`src/rtl/axis_rr_arbiter_if.sv`:
```
// AXI-Stream bundle shared by the arbiter and its environment: PORTS input streams, one output stream.
// slave is the arbiter's view; master is the producers' and consumer's view.
interface axis_rr_arbiter_if #(
  parameter int DATA_WIDTH = 8,
  parameter int PORTS      = 4,
  parameter int ID_WIDTH   = 2
);
  logic [PORTS*DATA_WIDTH-1:0] s_tdata;
  logic [PORTS-1:0]            s_tvalid;
  logic [PORTS-1:0]            s_tlast;
  logic [PORTS-1:0]            s_tready;
  logic [DATA_WIDTH-1:0]       m_tdata;
  logic                        m_tlast;
  logic [ID_WIDTH-1:0]         m_tid;
  logic                        m_tvalid;
  logic                        m_tready;

  modport slave (
    input  s_tdata, s_tvalid, s_tlast, m_tready,
    output s_tready, m_tdata, m_tlast, m_tid, m_tvalid
  );

  modport master (
    output s_tdata, s_tvalid, s_tlast, m_tready,
    input  s_tready, m_tdata, m_tlast, m_tid, m_tvalid
  );
endinterface

```
`src/rtl/axis_rr_arbiter.sv`:
```
// Round-robin, packet-locked AXI-Stream arbiter; all outputs registered, one-entry skid buffer.
// state     | meaning
// ST_IDLE   | no grant held; picks next enabled, valid port after r_last
// ST_LOCKED | forwarding the packet of r_grant until its tlast beat is accepted
module axis_rr_arbiter #(
  parameter int DATA_WIDTH = 8,
  parameter int PORTS      = 4,
  parameter int ID_WIDTH   = 2
) (
  input  logic             clock,
  input  logic             reset_n,
  input  logic [PORTS-1:0] enable,
  axis_rr_arbiter_if.slave bus
);
  localparam int IDX_W = (PORTS > 1) ? $clog2(PORTS) : 1;
  localparam logic [PORTS-1:0] ONE_HOT0 = {{(PORTS-1){1'b0}}, 1'b1};

  typedef enum logic {ST_IDLE, ST_LOCKED} state_t;

  state_t                r_state;
  logic [ID_WIDTH-1:0]   r_grant;
  logic [ID_WIDTH-1:0]   r_last;
  logic [PORTS-1:0]      r_s_tready;

  logic                  r_m_tvalid;
  logic [DATA_WIDTH-1:0] r_m_tdata;
  logic                  r_m_tlast;
  logic [ID_WIDTH-1:0]   r_m_tid;

  logic                  r_buf_full;
  logic [DATA_WIDTH-1:0] r_buf_data;
  logic                  r_buf_last;
  logic [ID_WIDTH-1:0]   r_buf_id;

  logic [DATA_WIDTH-1:0] w_port_data [PORTS];
  logic [IDX_W-1:0]      w_gidx;
  logic [DATA_WIDTH-1:0] w_beat_data;
  logic                  w_beat_last;
  logic                  w_accept;
  logic [PORTS-1:0]      w_cand;
  logic                  w_found;
  logic [ID_WIDTH-1:0]   w_winner;
  logic                  w_out_load;
  logic                  w_buf_full_nxt;

  always_comb begin
    for (int i = 0; i < PORTS; i++) begin
      w_port_data[i] = bus.s_tdata[i*DATA_WIDTH +: DATA_WIDTH];
    end
  end

  assign w_gidx      = r_grant[IDX_W-1:0];
  assign w_beat_data = w_port_data[w_gidx];
  assign w_beat_last = bus.s_tlast[w_gidx];
  // r_s_tready is only ever one-hot on the granted port, so any handshake is the granted one
  assign w_accept    = |(bus.s_tvalid & r_s_tready);
  assign w_cand      = bus.s_tvalid & enable;

  always_comb begin
    w_found  = 1'b0;
    w_winner = '0;
    for (int i = 1; i <= PORTS; i++) begin
      int idx;
      idx = (int'(r_last) + i) % PORTS;
      if (!w_found && w_cand[idx[IDX_W-1:0]]) begin
        w_found  = 1'b1;
        w_winner = ID_WIDTH'(idx);
      end
    end
  end

  assign w_out_load     = !r_m_tvalid || bus.m_tready;
  assign w_buf_full_nxt = !w_out_load && (r_buf_full || w_accept);

  always_ff @(posedge clock or negedge reset_n) begin
    if (!reset_n) begin
      r_state    <= ST_IDLE;
      r_grant    <= '0;
      r_last     <= ID_WIDTH'(PORTS - 1);
      r_s_tready <= '0;
    end else begin
      case (r_state)
        ST_IDLE: begin
          r_s_tready <= '0;
          if (w_found) begin
            r_grant    <= w_winner;
            r_state    <= ST_LOCKED;
            r_s_tready <= w_buf_full_nxt ? '0 : (ONE_HOT0 << w_winner);
          end
        end
        ST_LOCKED: begin
          if (w_accept && w_beat_last) begin
            r_state    <= ST_IDLE;
            r_last     <= r_grant;
            r_s_tready <= '0;
          end else begin
            r_s_tready <= w_buf_full_nxt ? '0 : (ONE_HOT0 << r_grant);
          end
        end
        default: begin
          r_state    <= ST_IDLE;
          r_s_tready <= '0;
        end
      endcase
    end
  end

  // Output register refills from the buffer first so beat order is preserved.
  always_ff @(posedge clock or negedge reset_n) begin
    if (!reset_n) begin
      r_m_tvalid <= 1'b0;
      r_m_tdata  <= '0;
      r_m_tlast  <= 1'b0;
      r_m_tid    <= '0;
      r_buf_full <= 1'b0;
      r_buf_data <= '0;
      r_buf_last <= 1'b0;
      r_buf_id   <= '0;
    end else begin
      r_m_tvalid <= (r_m_tvalid && !bus.m_tready) || r_buf_full || w_accept;
      r_buf_full <= w_buf_full_nxt;
      if (w_out_load) begin
        if (r_buf_full) begin
          r_m_tdata <= r_buf_data;
          r_m_tlast <= r_buf_last;
          r_m_tid   <= r_buf_id;
        end else if (w_accept) begin
          r_m_tdata <= w_beat_data;
          r_m_tlast <= w_beat_last;
          r_m_tid   <= r_grant;
        end
      end else if (w_accept) begin
        r_buf_data <= w_beat_data;
        r_buf_last <= w_beat_last;
        r_buf_id   <= r_grant;
      end
    end
  end

  assign bus.s_tready = r_s_tready;
  assign bus.m_tvalid = r_m_tvalid;
  assign bus.m_tdata  = r_m_tdata;
  assign bus.m_tlast  = r_m_tlast;
  assign bus.m_tid    = r_m_tid;
endmodule

```
`src/flat_wrapper.sv`:
```
// flat-port wrapper written by rule: the top's interface ports become plain ports
module axis_rr_arbiter_flat 
#(
  parameter int DATA_WIDTH = 8,
  parameter int PORTS      = 4,
  parameter int ID_WIDTH   = 2
)
  (clock, reset_n, enable, bus_s_tdata, bus_s_tvalid, bus_s_tlast, bus_m_tready, bus_s_tready, bus_m_tdata, bus_m_tlast, bus_m_tid, bus_m_tvalid);
  axis_rr_arbiter_if #(.DATA_WIDTH(DATA_WIDTH), .PORTS(PORTS), .ID_WIDTH(ID_WIDTH)) bus_i ();
  input  logic clock;
  input  logic reset_n;
  input  logic [PORTS-1:0] enable;
  input wire logic [$bits(bus_i.s_tdata)-1:0] bus_s_tdata;
  input wire logic [$bits(bus_i.s_tvalid)-1:0] bus_s_tvalid;
  input wire logic [$bits(bus_i.s_tlast)-1:0] bus_s_tlast;
  input wire logic [$bits(bus_i.m_tready)-1:0] bus_m_tready;
  output wire logic [$bits(bus_i.s_tready)-1:0] bus_s_tready;
  output wire logic [$bits(bus_i.m_tdata)-1:0] bus_m_tdata;
  output wire logic [$bits(bus_i.m_tlast)-1:0] bus_m_tlast;
  output wire logic [$bits(bus_i.m_tid)-1:0] bus_m_tid;
  output wire logic [$bits(bus_i.m_tvalid)-1:0] bus_m_tvalid;
  assign bus_i.s_tdata = bus_s_tdata;
  assign bus_i.s_tvalid = bus_s_tvalid;
  assign bus_i.s_tlast = bus_s_tlast;
  assign bus_i.m_tready = bus_m_tready;
  assign bus_s_tready = bus_i.s_tready;
  assign bus_m_tdata = bus_i.m_tdata;
  assign bus_m_tlast = bus_i.m_tlast;
  assign bus_m_tid = bus_i.m_tid;
  assign bus_m_tvalid = bus_i.m_tvalid;
  axis_rr_arbiter #(.DATA_WIDTH(DATA_WIDTH), .PORTS(PORTS), .ID_WIDTH(ID_WIDTH)) u_core (.clock(clock), .reset_n(reset_n), .enable(enable), .bus(bus_i));
endmodule
```
`config.mk`:
```
export PLATFORM = sky130hd
export DESIGN_NAME = axis_rr_arbiter_flat
export DESIGN_NICKNAME = d
export VERILOG_FILES = /design/src/rtl/axis_rr_arbiter_if.sv /design/src/rtl/axis_rr_arbiter.sv /design/src/flat_wrapper.sv
export SDC_FILE = /design/constraint.sdc
export NUM_CORES = 1
export LEC_CHECK = 0
export BUFFER_PORTS_ARGS = -buffer_cell sky130_fd_sc_hd__buf_2
export CAP_MARGIN = 20
export CORE_ASPECT_RATIO = 1.5
export CORE_MARGIN = 3
export CORE_UTILIZATION = 49
export CTS_CLUSTER_DIAMETER = 30
export CTS_CLUSTER_SIZE = 30
export DETAILED_ROUTE_END_ITERATION = 6
export GPL_ROUTABILITY_DRIVEN = 0
export MAX_ROUTING_LAYER = met4
export PLACE_DENSITY = 0.79
export SYNTH_ARGS = -nofsm -noshare
export SYNTH_HDL_FRONTEND = slang
export SYNTH_SLANG_ARGS = --single-unit
```
`constraint.sdc`:
```
create_clock -name clock -period 2.4 [get_ports clock]
set_clock_uncertainty 0.1 [all_clocks]
set_input_delay 0 -clock clock [delete_from_list [all_inputs] [get_ports clock]]
set_output_delay 0 -clock clock [all_outputs]
set_load 0.05 [all_outputs]
```
# Yosys cells after proc, flatten, opt, wreduce, memory -nomap -nowiden
# Index checks and enable logic that the tools add are counted.
[totals]
reg_bits = 33
input_bits = 47
out_inout_bits = 16
wordCells = 86
[op_classes]
n_shift = 2
n_bitwise = 5
n_addsub = 4
n_mux = 35
n_lt_le_gt_ge = 6
reduce_logical = 22
[op_table]
columns = ["op", "n"]
rows = [
  ["$mux 8", 4],
  ["$bmux 8 s2", 1],
  ["$mux 4", 4],
  ["$lt 2x3->1 const B", 5],
  ["$mux 1", 13],
  ["$mux 2", 6],
  ["$bmux 1 s2", 5],
  ["$and 4x4->4", 2],
  ["$pmux 4 s2", 1],
  ["$reduce_and 2->1", 4],
  ["$shl 1x2->4 const A", 2],
  ["$logic_and 1x1->1", 6],
  ["$logic_not 1->1", 6],
  ["$add 2x1->2 const B", 2],
  ["$add 2x2->2 const B", 2],
  ["$logic_or 1x1->1", 4],
  ["$reduce_or 4->1", 1],
  ["$ge 3x3->1 const B", 1],
  ["$not 2->3", 1],
  ["$not 1->1", 2],
  ["$pmux 1 s2", 1],
  ["$reduce_bool 2->1", 1],
]

# Depth between registers and ports, before layout
[logic_depth]
ltp_word = 17
depth_mapped = 5

# Worst setup path after synthesis
# Ideal clock, no wire load.
[synth_path]
path_type = "reg2reg"
from = "register u_core.r_s_tready[1] (netlist: u_core.bus.s_tready[1])"
to = "register u_core.r_s_tready[2] (netlist: u_core.bus.s_tready[2])"
arrival_time_ps = 1660
path_stages_with_launch = 5
setup_time_ps = 101
required_time_ps = 2199
path_buffers = 0
setup_slack_ps = 539
synth_period_minus_slack_ps = 1861
cell_sequence = "dfrtp_1 > a22o_1 > o21a_1 > or3b_4 > o32ai_1"
[synth_via]
elab_chain_len = 7
elab_cells_between_ends = 10
cone_classes = "mux (5); bitwise (1); reduce/logical (4)"
[synth_rtl]
columns = ["item", "line", "text"]
rows = [
  ["start, declared", "axis_rr_arbiter.sv:23", "logic [PORTS-1:0] r_s_tready;"],
  ["start signal, assigned", "axis_rr_arbiter.sv:88", "r_s_tready <= w_buf_full_nxt ? '0 : (ONE_HOT0 << w_winner);"],
  ["start signal, assigned", "axis_rr_arbiter.sv:97", "r_s_tready <= w_buf_full_nxt ? '0 : (ONE_HOT0 << r_grant);"],
  ["$and 4x4->4 (*)", "axis_rr_arbiter.sv:56", "assign w_accept = |(bus.s_tvalid & r_s_tready);"],
  ["$reduce_or 4->1 (*)", "axis_rr_arbiter.sv:56", ""],
  ["$logic_or 1x1->1", "axis_rr_arbiter.sv:73", "assign w_buf_full_nxt = !w_out_load && (r_buf_full || w_accept);"],
  ["$logic_and 1x1->1", "axis_rr_arbiter.sv:73", ""],
  ["$mux 4, on equally long branches", "axis_rr_arbiter.sv:97, axis_rr_arbiter.sv:88", ""],
  ["$mux 4, on equally long branches", "axis_rr_arbiter.sv:92, axis_rr_arbiter.sv:85", ""],
  ["$pmux 4 s2 (*)", "axis_rr_arbiter.sv:82", "case (r_state)"],
]
# Mark *: on every way between the ends. The rest lies on a longest branch, timed or not.
# A chain may end at the register's enable or synchronous reset.

# Worst setup path in the final report
[layout_path]
from = "register u_core.r_grant[0]"
to = "register u_core.r_s_tready[2] (netlist: u_core.bus.s_tready[2])"
[layout_via]
elab_chain_len = 5
elab_cells_between_ends = 7
cone_classes = "shift (1); mux (5); reduce/logical (1)"
[layout_rtl]
columns = ["item", "line", "text"]
rows = [
  ["start, declared", "axis_rr_arbiter.sv:21", "logic [ID_WIDTH-1:0] r_grant;"],
  ["start signal, assigned", "axis_rr_arbiter.sv:86", "r_grant <= w_winner;"],
  ["$bmux 1 s2", "axis_rr_arbiter.sv:54", "assign w_beat_last = bus.s_tlast[w_gidx];"],
  ["$mux 1 (not written as such)", "axis_rr_arbiter.sv:54", ""],
  ["$logic_and 1x1->1", "axis_rr_arbiter.sv:92", "if (w_accept && w_beat_last) begin"],
  ["$mux 4 (*)", "axis_rr_arbiter.sv:92", ""],
  ["$pmux 4 s2 (*)", "axis_rr_arbiter.sv:82", ""],
]
# Mark *: on every way between the ends. The rest lies on a longest branch, timed or not. The select of a mux whose other input is x is not followed.

==> qor.yml <==
setup_path:
  worstSetupPathType: "flop to flop"
  worstRegToRegCells: 4
  reg2reg_from: "u_core.r_grant[0]"
  r2r_setup_slack_ns: 0.50
  reg2reg_to: "u_core.bus.s_tready[2]"
  crit_arrival_ns: 1.97
  required_ns: 2.47
  start_kind: "flop"
  cp-end-kind: "flop"
  path_max_fanout: 5
cts:
  cts_tree: "yes"
  clk_latency_ns: 0.28
  clockBufferDepth: 2
  cts_num_sinks: 33
  path_clk_slew_ns: 0.07
  cts_resized: 0
  cts_buffers: 5
  cts_root_buffer: "clkbuf_8"
  cts-htree-levels: 2
place:
  portBuffers: 62
  hpwlAfterDp_um: 3260
  dp_cells: 242
  placed_cell_area_um2: 2110
floorplanning:
  core_area_um2: 3280
  fp-row-count: 25
  pin_count: 63
  die_h_um: 79.0
  die_area_um2: 4320
  start_util: 0.531
  die_x_um: 54.7
yosys:
  yosysTopAreaCellShare: 0.445
  async_reset_ff_frac: 1.00
  synth_edf_count: 0
  yosys-top-cells-area: "dfrtp_1 (45%), mux4_2 (12%), mux2_2 (9.0%)"
  synth_commonest_cells: "dfrtp_1 (31), nand2_1 (18), mux2_2 (14)"
  synth-seq-cells: 33
  synthDistinctLibCells: 37
  syn_inst: 143
  ys.flop_type: "dfrtp_1"
  synth_area_leader_cell: "dfrtp_1"
  synth.most_common_cell: "dfrtp_1"
  syn_area_per_cell_um2: 12.2
  syn-num-nets: 190
  syn_area_um2: 1740
  synth_seq_area_share: 0.475
  yosys_warnings: 0
final_layout:
  nets: 258
  area.growth.synth_to_final_pct: 27.0
  final_area_um2: 2210
  fill_cells: 252
  drive_gt1_frac: 0.486
  final-instance-count-excl-fill: 252
  antennaDiodeCount: 0
min_path:
  hold_class: "primary input to flop"
  worstHoldStart: "bus_s_tdata[5]"
  min_to: "u_core.r_buf_data[5]"
  hold_depth: 3
sta:
  slew_violations: 0
  fin_crit_ns: 1.90
  relSlewSlack: 0.518
  tns_ns: 0
  rsz0062_at_grt: "no"
  fin_crit_sh: 0.790
  fmax_ghz: 0.527
  finalSetupViolCount: 0
  hold_viol_final: 0
  worst_pin_slew_ns: 0.723
grt:
  grt_overflow: 0
  grtUsageTotal: 0.221
  grt_antenna_before_repair: 0
  grt_max_degree: 34
  grt_pass1_wl_um: 6680
  grt_pass1_vias: 1484
routing:
  ant_nets: 0
  vias: 1469
  dr.pass1.iters: 4
  routed_wl_um: 4250
  wl_per_cell_um: 16.9
  dr.first_iter.drc_count: 40
  post_drt_via_cell_ratio: 5.83
  drc: 0
power_and_ir_drop:
  ir_drop_v: 0.00106
  power_density_nw_per_um2: 1400
  p_leak_nw: 1.03
run:
  drv_cap: 0
status:
  status: "finished clean"
where the power goes:
part / switching (W) / total (W) / leakage [nW] / internal [W]
Clock: 0.000198 / 0.000399 / 0.0450 / 0.000201
Combinational: 0.00101 / 0.00166 / 0.586 / 0.000654
Sequential: 0.000191 / 0.00103 / 0.401 / 0.000841
Total: 0.00139 / 0.00309 / 1.03 / 0.00170
per-layer routing:
layer | wire, um | track usage | vias up | share of wire
met3 | 348 | 0.0563 | 14 | 0.082
li1 | - | - | 682 | -
met5 | 0 | - | - | 0
met1 | 1560 | 0.239 | 706 | 0.37
met2 | 2200 | 0.358 | 67 | 0.52
met4 | 144 | 0.115 | 0 | 0.034
layout make-up:
| type | instances | area [um^2] | area share |
|---|---|---|---|
| Clock buffer | 6 | 72.6 | 0.0328 |
| Clock inverter | 2 | 10.0 | 0.00452 |
| Inverter | 1 | 3.75 | 0.00170 |
| Multi-Input combinational cell | 101 | 881 | 0.398 |
| Sequential cell | 33 | 828 | 0.374 |
| Tap cell | 40 | 50.0 | 0.0226 |
| Timing Repair Buffer | 69 | 368 | 0.166 |
sequential cells by signal (all words and copies together) (netlist names):
signal,count
u_core.bus.m_tdata,8
u_core.r_buf_id,2
u_core.bus.m_tlast,1
u_core.bus.m_tvalid,1
u_core.r_state,1
u_core.r_buf_full,1
u_core.r_last,2
u_core.bus.m_tid,2
u_core.r_buf_data,8
u_core.bus.s_tready,4
u_core.r_grant,2
u_core.r_buf_last,1
metrics by stage:
stage                     setup WS [ns]  total power (W)  utilization  hold WS, ns
final                             0.504          0.00309        0.674       0.0867
after global routing              0.388          0.00329        0.674       0.0915
after floorplan                   0.539          0.00228            -       -0.396
after global placement            0.612          0.00263        0.643      -0.0141
after detailed placement          0.535          0.00270        0.643     -0.00280
after CTS                         0.493          0.00311        0.674       0.0840
worst max path at each step:
stage	endpoint	slack [ns]	depth (start not counted)	start
finish	u_core.bus.s_tready[2]	0.50	4	u_core.r_grant[0]
global route	u_core.bus.s_tready[1]	0.39	4	u_core.r_grant[0]
CTS	u_core.bus.s_tready[2]	0.49	4	u_core.r_grant[0]
detailed placement	u_core.bus.s_tready[2]	0.53	4	u_core.r_grant[0]
global placement	u_core.bus.s_tready[1]	0.61	4	u_core.r_grant[0]
floorplan	u_core.bus.s_tready[2]	0.54	4	u_core.bus.s_tready[1]
layout by cell type (no fill, tap or decap), types with 2 or more instances in the layout:
| cell | count |
|---|---|
| dfstp_2 | 2 |
| nor2_1 | 3 |
| nand3b_1 | 2 |
| o21ai_0 | 10 |
| and2_1 | 2 |
| a21oi_1 | 2 |
| mux2i_1 | 11 |
| dfrtp_1 | 31 |
| o32ai_1 | 5 |
| nand3_1 | 3 |
| buf_4 | 5 |
| clkinv_2 | 2 |
| dlygate4sd3_1 | 2 |
| nand2_1 | 18 |
| mux2_2 | 14 |
| a22o_1 | 3 |
| buf_2 | 62 |
| clkbuf_8 | 5 |
| mux4_2 | 9 |
cells by family after synthesis:
group	synth area share
AO/OA/AOI/OAI	0.133
buffers and inverters	0.0222
flip-flops	0.475
multiplexers	0.270
AND/OR/NAND/NOR	0.0998
critical path, stage by stage, from the launching register on:
cell and delay [ns]:
dfrtp_1 0.50, mux4_2 0.61, o32ai_1 0.21, nand3_1 0.18
o32ai_1 0.18
repair_timing:
item,CTS,global route
buffers inserted,0,0
endpoints found under the hold margin,33,0
hold buffers,2,0
Note: power is estimated with default switching activity, not from simulation.
